==> config.mk <==
export PLATFORM = sky130hd
export DESIGN_NAME = lif_spike_decoder
export DESIGN_NICKNAME = d
export VERILOG_FILES = /design/src/rtl/lif_spike_decoder.sv
export SDC_FILE = /design/constraint.sdc
export NUM_CORES = 1
export LEC_CHECK = 0
export ABC_AREA = 1
export CAP_MARGIN = 20
export CELL_PAD_IN_SITES_DETAIL_PLACEMENT = 0
export CELL_PAD_IN_SITES_GLOBAL_PLACEMENT = 1
export CORE_UTILIZATION = 33
export CTS_CLUSTER_DIAMETER = 150
export CTS_CLUSTER_SIZE = 25
export DETAILED_ROUTE_END_ITERATION = 8
export GPL_ROUTABILITY_DRIVEN = 0
export PLACE_DENSITY = 0.77
export SLEW_MARGIN = 10
export SYNTH_ARGS = -nofsm -noshare
export SYNTH_HDL_FRONTEND = slang
export SYNTH_SLANG_ARGS = --single-unit
==> constraint.sdc <==
create_clock -name clk -period 2.2 [get_ports clk]
set_input_delay 0.33 -clock clk [delete_from_list [all_inputs] [get_ports clk]]
set_output_delay 0.33 -clock clk [all_outputs]
set_load 0.1 [all_outputs]
==> src/rtl/lif_spike_decoder.sv <==
`timescale 1ns/1ps
// -----------------------------------------------------------------------------
// lif_spike_decoder
//
// Receive-side decoder for the LIF neuron's 1-bit spike train. Turns the spike
// train back into two numbers:
//   * a windowed firing rate (spike count over the last completed window of
//     L = 32 << window_sel enabled cycles), and
//   * an inter-spike interval (enabled cycles between the last two events).
// Each result has a registered one-cycle valid strobe.
//
// Parameters
//   CNT_W     : width of rate/isi outputs and their counters (saturate at
//               2^CNT_W-1).
//   EDGE_MODE : 1 = an event is a rising edge of spike,
//               0 = an event is every cycle spike is high.
//
// Ports
//   clk        : system clock, all state on rising edge
//   rst_n      : asynchronous active-low reset
//   ena        : enable; low freezes counters/window and ignores spike
//   spike      : spike train, synchronous to clk
//   window_sel : rate window select, sampled only at window boundaries
//   rate       : spike count of the last completed window (saturating)
//   rate_valid : one-cycle strobe, rate updated
//   rate_sat   : last completed window's count saturated
//   isi        : cycles between the last two events (saturating)
//   isi_valid  : one-cycle strobe, isi updated (not on the first event)
// -----------------------------------------------------------------------------
module lif_spike_decoder #(
  parameter int CNT_W     = 8,
  parameter bit EDGE_MODE = 1'b1
) (
  input  logic             clk,
  input  logic             rst_n,
  input  logic             ena,
  input  logic             spike,
  input  logic [1:0]       window_sel,
  output logic [CNT_W-1:0] rate,
  output logic             rate_valid,
  output logic             rate_sat,
  output logic [CNT_W-1:0] isi,
  output logic             isi_valid
);

  // The longest window is 256 cycles, so the window counter is 8 bits
  // regardless of CNT_W.
  localparam int WCNT_W = 8;
  localparam logic [CNT_W-1:0] CNT_MAX = {CNT_W{1'b1}};

  // State registers
  logic              spike_q_reg;
  logic [WCNT_W-1:0] wcnt_reg,      wcnt_next;
  logic [CNT_W-1:0]  spike_cnt_reg, spike_cnt_next;
  logic              cnt_sat_reg,   cnt_sat_next;
  logic [1:0]        sel_q_reg,     sel_q_next;
  logic [CNT_W-1:0]  isi_cnt_reg,   isi_cnt_next;
  logic              have_prev_reg, have_prev_next;
  logic [CNT_W-1:0]  rate_reg,      rate_next;
  logic              rate_valid_reg, rate_valid_next;
  logic              rate_sat_reg,  rate_sat_next;
  logic [CNT_W-1:0]  isi_reg,       isi_next;
  logic              isi_valid_reg, isi_valid_next;

  logic       evt;
  logic       win_last;
  logic [3:0] win_end_hit;

  function automatic logic [CNT_W-1:0] sat_inc(input logic [CNT_W-1:0] v);
    sat_inc = (v == CNT_MAX) ? CNT_MAX : v + CNT_W'(1);
  endfunction

  // In edge mode a spike already high when ena rises counts only if it was
  // low on the previous cycle, because spike_q keeps tracking during ena=0.
  assign evt = EDGE_MODE ? (spike & ~spike_q_reg) : spike;

  // One comparator per window length; only the one matching the latched
  // select can fire, so a mid-window window_sel change cannot cut a window.
  generate
    for (genvar gi = 0; gi < 4; gi++) begin : g_win_end
      localparam logic [WCNT_W-1:0] LAST = WCNT_W'((32 << gi) - 1);
      assign win_end_hit[gi] = (sel_q_reg == 2'(gi)) && (wcnt_reg == LAST);
    end
  endgenerate

  assign win_last = |win_end_hit;

  always_comb begin
    wcnt_next       = wcnt_reg;
    spike_cnt_next  = spike_cnt_reg;
    cnt_sat_next    = cnt_sat_reg;
    sel_q_next      = sel_q_reg;
    isi_cnt_next    = isi_cnt_reg;
    have_prev_next  = have_prev_reg;
    rate_next       = rate_reg;
    rate_sat_next   = rate_sat_reg;
    isi_next        = isi_reg;
    rate_valid_next = 1'b0;
    isi_valid_next  = 1'b0;

    if (ena) begin
      // ---------------- rate window ----------------
      if (win_last) begin
        // An event on the closing cycle still belongs to this window.
        if ((spike_cnt_reg == CNT_MAX) && evt) begin
          rate_next     = CNT_MAX;
          rate_sat_next = 1'b1;
        end else begin
          rate_next     = spike_cnt_reg + CNT_W'(evt);
          rate_sat_next = cnt_sat_reg;
        end
        rate_valid_next = 1'b1;
        spike_cnt_next  = '0;
        cnt_sat_next    = 1'b0;
        wcnt_next       = '0;
        sel_q_next      = window_sel;
      end else begin
        wcnt_next = wcnt_reg + WCNT_W'(1);
        if (evt) begin
          if (spike_cnt_reg == CNT_MAX) begin
            cnt_sat_next = 1'b1;
          end else begin
            spike_cnt_next = spike_cnt_reg + CNT_W'(1);
          end
        end
      end

      // ---------------- inter-spike interval ----------------
      if (evt) begin
        isi_next       = sat_inc(isi_cnt_reg);
        isi_valid_next = have_prev_reg;
        isi_cnt_next   = '0;
        have_prev_next = 1'b1;
      end else begin
        isi_cnt_next = sat_inc(isi_cnt_reg);
      end
    end
  end

  always_ff @(posedge clk or negedge rst_n) begin
    if (!rst_n) begin
      spike_q_reg    <= 1'b0;
      wcnt_reg       <= '0;
      spike_cnt_reg  <= '0;
      cnt_sat_reg    <= 1'b0;
      sel_q_reg      <= '0;
      isi_cnt_reg    <= '0;
      have_prev_reg  <= 1'b0;
      rate_reg       <= '0;
      rate_valid_reg <= 1'b0;
      rate_sat_reg   <= 1'b0;
      isi_reg        <= '0;
      isi_valid_reg  <= 1'b0;
    end else begin
      spike_q_reg    <= spike;
      wcnt_reg       <= wcnt_next;
      spike_cnt_reg  <= spike_cnt_next;
      cnt_sat_reg    <= cnt_sat_next;
      sel_q_reg      <= sel_q_next;
      isi_cnt_reg    <= isi_cnt_next;
      have_prev_reg  <= have_prev_next;
      rate_reg       <= rate_next;
      rate_valid_reg <= rate_valid_next;
      rate_sat_reg   <= rate_sat_next;
      isi_reg        <= isi_next;
      isi_valid_reg  <= isi_valid_next;
    end
  end

  assign rate       = rate_reg;
  assign rate_valid = rate_valid_reg;
  assign rate_sat   = rate_sat_reg;
  assign isi        = isi_reg;
  assign isi_valid  = isi_valid_reg;

endmodule

==> flow_summary.html, run 1 <==
<table>
<tr><th>Metric</th><th>Value</th></tr>
<tr><th colspan="2">Drt</th></tr>
<tr><td>DR pass1 iterations</td><td>4</td></tr>
<tr><td>Post-route DRC</td><td>0</td></tr>
<tr><td>Number of nets with antenna violations after detailed routing</td><td>0</td></tr>
<tr><td>Vias per inst</td><td>4.41</td></tr>
<tr><td>Detailed Route Iter0 Violations</td><td>between 70 and 80</td></tr>
<tr><td>Total via count after detailed routing</td><td>around 2,000</td></tr>
<tr><td>Final routed wire length divided by cell count</td><td>approximately 12 um</td></tr>
<tr><td>Detailed Route WL</td><td>5.29 mm</td></tr>
<tr><th colspan="2">Finish</th></tr>
<tr><td>Number of nets in the final layout</td><td>364</td></tr>
<tr><td>Layout overhead on the synthesized area</td><td>20.5%</td></tr>
<tr><td>Share of final-layout standard cells stronger than drive strength 1</td><td>about 14%</td></tr>
<tr><td>Count of inserted antenna diode cells</td><td>0</td></tr>
<tr><td>Total non-filler cell area in the finished layout</td><td>about 3000 um2</td></tr>
<tr><th colspan="2">Pwr</th></tr>
<tr><td>Worst supply voltage drop on vdd</td><td>0.241 mV</td></tr>
<tr><td>Static Leakage</td><td>about 1.6 nW</td></tr>
<tr><td>Overall power</td><td>around 2.6 mW</td></tr>
<tr><td>P per Cell Area</td><td>~880 nW/um2</td></tr>
<tr><th colspan="2">Critical path</th></tr>
<tr><td>Slowest stage cell on the critical path</td><td>sky130_fd_sc_hd__dfrtp_1</td></tr>
<tr><td>Data arrival time of the worst path</td><td>between 2000 and 2500 ps</td></tr>
<tr><td>Classification of the worst setup path</td><td>flip-flop to flip-flop</td></tr>
<tr><td>Family with the most delay on the worst path</td><td>simple AND/OR/NAND/NOR gates</td></tr>
<tr><td>Element type at the critical path start</td><td>flip-flop</td></tr>
<tr><td>Critical path cell sequence</td><td>ha_1, nand3_1, nor2_1, nand3_1, o21ai_0, nand2_1, o21ai_0</td></tr>
<tr><td>Count of buffer and inverter cells on the critical path</td><td>0</td></tr>
<tr><td>Slowest cell delay on critical path</td><td>roughly 440 ps</td></tr>
<tr><td>Maximum fanout encountered on the critical timing path</td><td>7</td></tr>
<tr><td>Required arrival time at the worst endpoint</td><td>between 2000 and 2500 ps</td></tr>
<tr><td>Element type at the critical path end</td><td>flip-flop</td></tr>
<tr><th colspan="2">Die</th></tr>
<tr><td>Top Ports</td><td>25</td></tr>
<tr><td>Placement Rows</td><td>31</td></tr>
<tr><td>Die extent in x</td><td>88.5 um</td></tr>
<tr><td>Die outline height</td><td>roughly 90 um</td></tr>
<tr><td>Initial core utilization</td><td>34.1%</td></tr>
<tr><td>Area inside the core boundary</td><td>7250 um2</td></tr>
<tr><td>Full die area</td><td>around 7800 um2</td></tr>
<tr><th colspan="2">STA</th></tr>
<tr><td>Portion of the clock cycle consumed by the worst path in the final layout</td><td>just over 80%</td></tr>
<tr><td>Final setup violation count</td><td>0</td></tr>
<tr><td>Total count of hold-check failures in the final report</td><td>0</td></tr>
<tr><td>F_max</td><td>about 550 MHz</td></tr>
<tr><td>Slew headroom</td><td>a little over two thirds</td></tr>
<tr><td>Summed negative setup slack over all endpoints</td><td>0 ps</td></tr>
<tr><td>Max-slew violation total from the final report</td><td>0</td></tr>
<tr><td>Final Worst Setup Slack</td><td>just under 400 ps</td></tr>
<tr><td>Max Clock Skew</td><td>~12 ps</td></tr>
<tr><td>Slew at the pin closest to its max-slew limit</td><td>~460 ps</td></tr>
<tr><td>Final worst path period need</td><td>1810 ps</td></tr>
<tr><td>Unrepaired setup endpoints after global routing</td><td>no</td></tr>
<tr><th colspan="2">Clock network</th></tr>
<tr><td>Post-CTS setup repair buffer count</td><td>0</td></tr>
<tr><td>CTS H-Tree Depth</td><td>2</td></tr>
<tr><td>Sinks on Clock Net</td><td>48</td></tr>
<tr><td>Clk slew on worst S/H paths</td><td>about 100 ps</td></tr>
<tr><td>TritonCTS clock tree</td><td>done</td></tr>
<tr><td>Clock insertion delay at the later pin of the skew report</td><td>a little over 300 ps</td></tr>
<tr><td># resized after CTS</td><td>0</td></tr>
<tr><td>Clock root buffer</td><td>sky130_fd_sc_hd__clkbuf_8</td></tr>
<tr><td>Inserted Clock Buffers</td><td>5</td></tr>
<tr><td>Maximum clock insertion buffer count</td><td>2</td></tr>
<tr><td>Number of hold buffers added after cts</td><td>1</td></tr>
<tr><th colspan="2">Logic synthesis</th></tr>
<tr><td>Number of synthesized flops with an enable pin</td><td>0</td></tr>
<tr><td>Fraction of the yosys area taken by sequential cells</td><td>48.6%</td></tr>
<tr><td>Nets in the synthesized netlist</td><td>330</td></tr>
<tr><td>Mapped Area</td><td>2470 um2</td></tr>
<tr><td>Library cell occupying the most area in the post-synthesis netlist</td><td>sky130_fd_sc_hd__dfrtp_1</td></tr>
<tr><td>Share of Yosys cell area claimed by the top area cell type</td><td>approximately half</td></tr>
<tr><td>Warning count from the yosys run</td><td>0</td></tr>
<tr><td>Mean Syn Cell Area</td><td>7.75 um2</td></tr>
<tr><td>Number of distinct library cells after synthesis</td><td>24</td></tr>
<tr><td>Share of synthesized registers carrying an async set or reset</td><td>100%</td></tr>
<tr><td>Number of synthesized register bits</td><td>48</td></tr>
<tr><td>Cell types with the largest area share after synthesis</td><td>sky130_fd_sc_hd__dfrtp_1, sky130_fd_sc_hd__nand2_1, sky130_fd_sc_hd__nand3_1</td></tr>
<tr><td>Gate count of the mapped netlist</td><td>319</td></tr>
<tr><td>Most used flip-flop cell after synthesis</td><td>sky130_fd_sc_hd__dfrtp_1</td></tr>
<tr><th colspan="2">Placement</th></tr>
<tr><td>Total placed instance area</td><td>2830 um2</td></tr>
<tr><td>Sum of net half-perimeters after detailed placement</td><td>3.72 mm</td></tr>
<tr><td>Quantity of I/O buffers inserted on ports</td><td>24</td></tr>
<tr><td>Pre-CTS WS</td><td>~190 ps</td></tr>
<tr><th colspan="2">Global route</th></tr>
<tr><td>Global-route wire length before repair</td><td>9.32 mm</td></tr>
<tr><td>Number of antenna violations at the first check in global routing</td><td>0</td></tr>
<tr><td>Overall fraction of global-route tracks in use</td><td>between 10% and 20%</td></tr>
<tr><td>Number of global-route vias before repair</td><td>2,006</td></tr>
<tr><td>Pin count of the biggest net entering global routing</td><td>31</td></tr>
<tr><td>Total gr overflow</td><td>0</td></tr>
<tr><th colspan="2">Job</th></tr>
<tr><td>Max-cap violations</td><td>0</td></tr>
<tr><th colspan="2">Min path</th></tr>
<tr><td>Type of the worst min-delay path</td><td>flip-flop to flip-flop</td></tr>
<tr><th colspan="2">Run status</th></tr>
<tr><td>Result of the run</td><td>completed</td></tr>
</table>
-- area by class of cell --
| cell class | instances | area, um2 |
|---|---|---|
| fillers | 762 | 4280 |
| flip-flops and latches | 48 | 1200 |
| multi-input cells | 230 | 1110 |
| repair buffers | 35 | 285 |
| inverters | 33 | 124 |
| well taps | 99 | 124 |
| clock buffers | 5 | 68.8 |
| clock inverters | 3 | 68.8 |
-- placed cells by master (no fill, tap or decap), types with 2 or more instances in the layout --
master                              n
sky130_fd_sc_hd__clkbuf_8           5
sky130_fd_sc_hd__nand4_1            2
sky130_fd_sc_hd__clkdlybuf4s50_1    4
sky130_fd_sc_hd__nand2_1          130
sky130_fd_sc_hd__nand2_4            3
sky130_fd_sc_hd__a22o_1             2
sky130_fd_sc_hd__or2_2              2
sky130_fd_sc_hd__buf_4             28
sky130_fd_sc_hd__nor2_1            28
sky130_fd_sc_hd__dfrtp_1           48
sky130_fd_sc_hd__o21ai_0           15
sky130_fd_sc_hd__bufinv_16          2
sky130_fd_sc_hd__ha_1               5
sky130_fd_sc_hd__nand3_1           24
sky130_fd_sc_hd__xnor2_1            4
sky130_fd_sc_hd__xor2_1             9
sky130_fd_sc_hd__inv_1             31
-- per-stage QoR --
stage	hold slack [ps]	std cells	util [%]
floorplan	34.4	319	-
global placement	305	444	39.0
detailed placement	308	444	39.0
CTS	464	453	41.1
global route	473	453	41.1
finish	454	453	41.1
-- synthesized netlist by cell type, types with 2 or more instances --
library cell,number
sky130_fd_sc_hd__or2_2,2
sky130_fd_sc_hd__dfrtp_1,48
sky130_fd_sc_hd__nand2_4,3
sky130_fd_sc_hd__nand2_1,130
sky130_fd_sc_hd__buf_2,5
sky130_fd_sc_hd__xnor2_1,4
sky130_fd_sc_hd__xor2_1,9
sky130_fd_sc_hd__inv_1,31
sky130_fd_sc_hd__clkbuf_1,2
sky130_fd_sc_hd__nand3_1,24
sky130_fd_sc_hd__o21ai_0,15
sky130_fd_sc_hd__nand4_1,2
sky130_fd_sc_hd__a22o_1,2
sky130_fd_sc_hd__nor2_1,28
sky130_fd_sc_hd__ha_1,5
-- metal layers --
metal,track usage [%],vias to the layer above,share of wire [%]
li1,-,1046,-
met1,20.5,924,51
met2,25.4,22,46
met3,2.52,7,1.5
met4,4.84,0,1.5
met5,0,-,0
-- path summary, 6_finish.rpt --
kind / depth (start not counted) / from / slack, ps / endpoint
max: 7 / isi_cnt_reg[0]$_DFFE_PN0P_ / 390 / isi_cnt_reg[4]$_DFFE_PN0P_
min: 2 / have_prev_reg$_DFFE_PN0P_ / 450 / have_prev_reg$_DFFE_PN0P_
max reg2reg: 7 / isi_cnt_reg[0]$_DFFE_PN0P_ / 390 / isi_cnt_reg[4]$_DFFE_PN0P_
min reg2reg: 2 / have_prev_reg$_DFFE_PN0P_ / 450 / have_prev_reg$_DFFE_PN0P_
max in group asynchronous: 3 / rst_n / 1190 / wcnt_reg[1]$_DFFE_PN0P_
min in group asynchronous: 2 / rst_n / 500 / sel_q_reg[1]$_DFFE_PN0P_
-- worst reg2reg max path, stage by stage, from the launching register on --
cell	delay, ps
sky130_fd_sc_hd__dfrtp_1	440
sky130_fd_sc_hd__ha_1	230
sky130_fd_sc_hd__nand3_1	100
sky130_fd_sc_hd__nor2_1	280
sky130_fd_sc_hd__nand3_1	330
sky130_fd_sc_hd__o21ai_0	210
sky130_fd_sc_hd__nand2_1	70
sky130_fd_sc_hd__o21ai_0	80
-- logic make-up after synthesis --
group	Yosys count	synth area share, %
adder cells (fa/ha/maj)	5	2.53
AND/OR/NAND/NOR	193	33.0
flip-flops	48	48.6
buffers and inverters	41	6.63
AO/OA/AOI/OAI	19	4.61
XOR/XNOR	13	4.61
-- power by group --
part	internal (mW)	switching, mW	leakage (nW)	total (mW)
sequential	1.01	0.147	0.630	1.16
combinational	0.220	0.449	0.949	0.669
clock	0.458	0.324	0.0687	0.782
total	1.69	0.919	1.65	2.61
Note: power is estimated with default switching activity, not from simulation.
==> inputs of run 2 (changes only) <==
- PLACE_DENSITY: 0.77 -> 0.79
- clock period: 2.2 -> 1.6 ns (I/O delays scaled with it)
==> flow_summary.html, run 2 (synthesis gave the netlist of run 1 again) <==
<table>
<tr><th>Metric</th><th>Value</th></tr>
<tr><th colspan="2">Run status</th></tr>
<tr><td>Result of the run</td><td>completed</td></tr>
<tr><th colspan="2">Clock network</th></tr>
<tr><td>Maximum clock insertion buffer count</td><td>2 (unchanged)</td></tr>
<tr><td>Clock insertion delay at the later pin of the skew report</td><td>300 ps (about the same)</td></tr>
<tr><td>Clock root buffer</td><td>sky130_fd_sc_hd__clkbuf_8</td></tr>
<tr><td>Clk slew on worst S/H paths</td><td>90 ps (about the same)</td></tr>
<tr><td>TritonCTS clock tree</td><td>done</td></tr>
<tr><td>Inserted Clock Buffers</td><td>5 (unchanged)</td></tr>
<tr><td>CTS H-Tree Depth</td><td>2 (unchanged)</td></tr>
<tr><td>Sinks on Clock Net</td><td>48 (unchanged)</td></tr>
<tr><th colspan="2">STA</th></tr>
<tr><td>Max Clock Skew</td><td>7.37 ps (-4.95 ps)</td></tr>
<tr><td>Portion of the clock cycle consumed by the worst path in the final layout</td><td>93.6% (+11 points)</td></tr>
<tr><td>Slew headroom</td><td>82.0% (+12 points)</td></tr>
<tr><td>WHS</td><td>89.3 ps (-365 ps)</td></tr>
<tr><td>Slew at the pin closest to its max-slew limit</td><td>270 ps (-186 ps)</td></tr>
<tr><td>Summed negative setup slack over all endpoints</td><td>0 ps (unchanged)</td></tr>
<tr><td>Max-slew violation total from the final report</td><td>0 (unchanged)</td></tr>
<tr><td>Final setup violation count</td><td>0 (unchanged)</td></tr>
<tr><td>F_max</td><td>668 MHz (+21%)</td></tr>
<tr><td>Total count of hold-check failures in the final report</td><td>0 (unchanged)</td></tr>
<tr><td>Final worst path period need</td><td>1500 ps (-316 ps)</td></tr>
<tr><th colspan="2">Finish</th></tr>
<tr><td>Count of inserted antenna diode cells</td><td>0 (unchanged)</td></tr>
<tr><td>Commonest cells after routing, fill and taps aside</td><td>sky130_fd_sc_hd__nand2_1, sky130_fd_sc_hd__dfrtp_1, sky130_fd_sc_hd__inv_1</td></tr>
<tr><td>Layout overhead on the synthesized area</td><td>38.1%</td></tr>
<tr><td>Share of final-layout standard cells stronger than drive strength 1</td><td>20.6% (+7.0 points)</td></tr>
<tr><td>Number of standard cells in the final layout excluding fillers</td><td>473 (+4.4%)</td></tr>
<tr><td>Storage cell area</td><td>1200 um2 (+0.10%)</td></tr>
<tr><td>Number of filler instances in the final layout</td><td>705 (-7.5%)</td></tr>
<tr><td>Number of nets in the final layout</td><td>384 (+5.5%)</td></tr>
<tr><td>Multi-input gate area in the final layout</td><td>1130 um2 (+2.0%)</td></tr>
<tr><td>Leading cell type in the layout, fill and taps excluded</td><td>sky130_fd_sc_hd__nand2_1</td></tr>
<tr><th colspan="2">Die</th></tr>
<tr><td>Area inside the core boundary</td><td>7250 um2 (unchanged)</td></tr>
<tr><td>Die outline height</td><td>88.5 um (unchanged)</td></tr>
<tr><td>Die extent in x</td><td>88.5 um (unchanged)</td></tr>
<tr><td>Top Ports</td><td>25 (unchanged)</td></tr>
<tr><td>Full die area</td><td>7840 um2 (unchanged)</td></tr>
<tr><td>Initial core utilization</td><td>34.1% (unchanged)</td></tr>
<tr><td>Placement Rows</td><td>31 (unchanged)</td></tr>
<tr><th colspan="2">Critical path</th></tr>
<tr><td>Critical register-to-register path startpoint</td><td>spike_q_reg$_DFF_PN0_</td></tr>
<tr><td>Data arrival time of the worst path</td><td>1690 ps (-360 ps)</td></tr>
<tr><td>Classification of the worst setup path</td><td>flip-flop to flip-flop</td></tr>
<tr><td>Element type at the critical path end</td><td>flip-flop</td></tr>
<tr><td>CP Launch Point</td><td>spike_q_reg$_DFF_PN0_</td></tr>
<tr><td>Required arrival time at the worst endpoint</td><td>1800 ps (-640 ps)</td></tr>
<tr><td>Element type at the critical path start</td><td>flip-flop</td></tr>
<tr><td>Setup slack on the worst flop-to-flop path</td><td>100 ps (-280 ps)</td></tr>
<tr><td>Maximum fanout encountered on the critical timing path</td><td>3 (-4)</td></tr>
<tr><th colspan="2">Drt</th></tr>
<tr><td>Number of nets with antenna violations after detailed routing</td><td>0 (unchanged)</td></tr>
<tr><td>Vias per inst</td><td>4.43 (+0.47%)</td></tr>
<tr><td>Detailed Route Iter0 Violations</td><td>88 (+16%)</td></tr>
<tr><td>Post-route DRC</td><td>0 (unchanged)</td></tr>
<tr><td>Detailed Route WL</td><td>5.35 mm (+1.2%)</td></tr>
<tr><td>DR pass1 iterations</td><td>4 (unchanged)</td></tr>
<tr><td>Final routed wire length divided by cell count</td><td>11.3 um (-3.1%)</td></tr>
<tr><td>Total via count after detailed routing</td><td>2,097 (+4.9%)</td></tr>
<tr><th colspan="2">Pwr</th></tr>
<tr><td>Static Leakage</td><td>1.82 nW (+10%)</td></tr>
<tr><td>Overall power</td><td>3.74 mW (+43%)</td></tr>
<tr><td>Worst supply voltage drop on vdd</td><td>0.486 mV (+100%)</td></tr>
<tr><td>P per Cell Area</td><td>1090 nW/um2 (+25%)</td></tr>
<tr><th colspan="2">Job</th></tr>
<tr><td>Max-cap violations</td><td>0 (unchanged)</td></tr>
<tr><th colspan="2">Placement</th></tr>
<tr><td>Quantity of I/O buffers inserted on ports</td><td>24 (unchanged)</td></tr>
<tr><td>Sum of net half-perimeters after detailed placement</td><td>3.71 mm (-0.18%)</td></tr>
<tr><td># placed instances</td><td>457 (+2.9%)</td></tr>
<tr><th colspan="2">Global route</th></tr>
<tr><td>Number of global-route vias before repair</td><td>2,105 (+4.9%)</td></tr>
<tr><td>Pin count of the biggest net entering global routing</td><td>49 (+58%)</td></tr>
<tr><td>Total gr overflow</td><td>0 (unchanged)</td></tr>
<tr><td>Overall fraction of global-route tracks in use</td><td>15.2% (-0.13 points)</td></tr>
<tr><td>Number of antenna violations at the first check in global routing</td><td>0 (unchanged)</td></tr>
<tr><td>Global-route wire length before repair</td><td>9.26 mm (-0.60%)</td></tr>
<tr><th colspan="2">Min path</th></tr>
<tr><td>Hold Startpoint</td><td>spike</td></tr>
<tr><td>Type of the worst min-delay path</td><td>input pin to flip-flop</td></tr>
</table>
==> run 2: per-stage QoR <==
| step | worst slack, ps | area (um2) | utilization (%) |
|---|---|---|---|
| 6_report | 103 | 3410 | 47.1 |
| 4_1_cts | 6.49 | 3340 | 46.0 |
| 3_5_place_dp | -306 | 3180 | 43.8 |
| 3_3_place_gp | -271 | 3180 | 43.8 |
| 5_1_grt | -28.0 | 3410 | 47.1 |
| 2_1_floorplan | 133 | 2470 | - |
==> run 2: what timing repair did <==
item                                    4_1_cts  5_1_grt
hold endpoints to repair                     48        0
endpoints found under the setup margin        8       23
cloned                                        0        1
pin swaps                                     1        3
hold buffers                                  1        0
gates resized for setup                       0       13
setup buffers                                 3        3
==> run 2: where the power goes <==
part           internal (mW)  total (mW)  switching [mW]
registers               1.39        1.56           0.168
logic                  0.500        1.21           0.710
clock network          0.552       0.967           0.415
==> run 2: area by class of cell <==
class,instances,share of cell area [%]
Tap cell,99,3.63
Clock inverter,1,0.880
Timing Repair Buffer,55,20.7
Sequential cell,48,35.2
Inverter,33,3.70
Multi-Input combinational cell,230,33.1
Clock buffer,7,2.82
==> run 2: routing by layer <==
metal  vias to the layer above  track usage, %  wire length [um]
met5                         -               0                 0
met4                         0            4.40                40
met3                         2            2.80                99
met2                        18            25.2              2550
met1                       985            20.3              2660
li1                       1092               -                 -
==> run 2: final timing paths <==
kind / endpoint / cells after the start
min: spike_q_reg$_DFF_PN0_ / 1
max in group asynchronous: spike_cnt_reg[0]$_DFFE_PN0P_ / 3
max: rate[5]$_DFFE_PN0P_ / 9
max reg2reg: rate[5]$_DFFE_PN0P_ / 9
min in group asynchronous: sel_q_reg[0]$_DFFE_PN0P_ / 3
min reg2reg: have_prev_reg$_DFFE_PN0P_ / 2
==> run 2: critical path, stage by stage (launching register included) <==
cell	delay (ps)
sky130_fd_sc_hd__dfrtp_1	390
sky130_fd_sc_hd__nor2_2	100
sky130_fd_sc_hd__ha_2	200
sky130_fd_sc_hd__buf_4	100
sky130_fd_sc_hd__nand3_1	130
sky130_fd_sc_hd__nor2_1	160
sky130_fd_sc_hd__xor2_1	150
sky130_fd_sc_hd__nand2_1	60
sky130_fd_sc_hd__nand2_1	60
sky130_fd_sc_hd__nand2_1	40
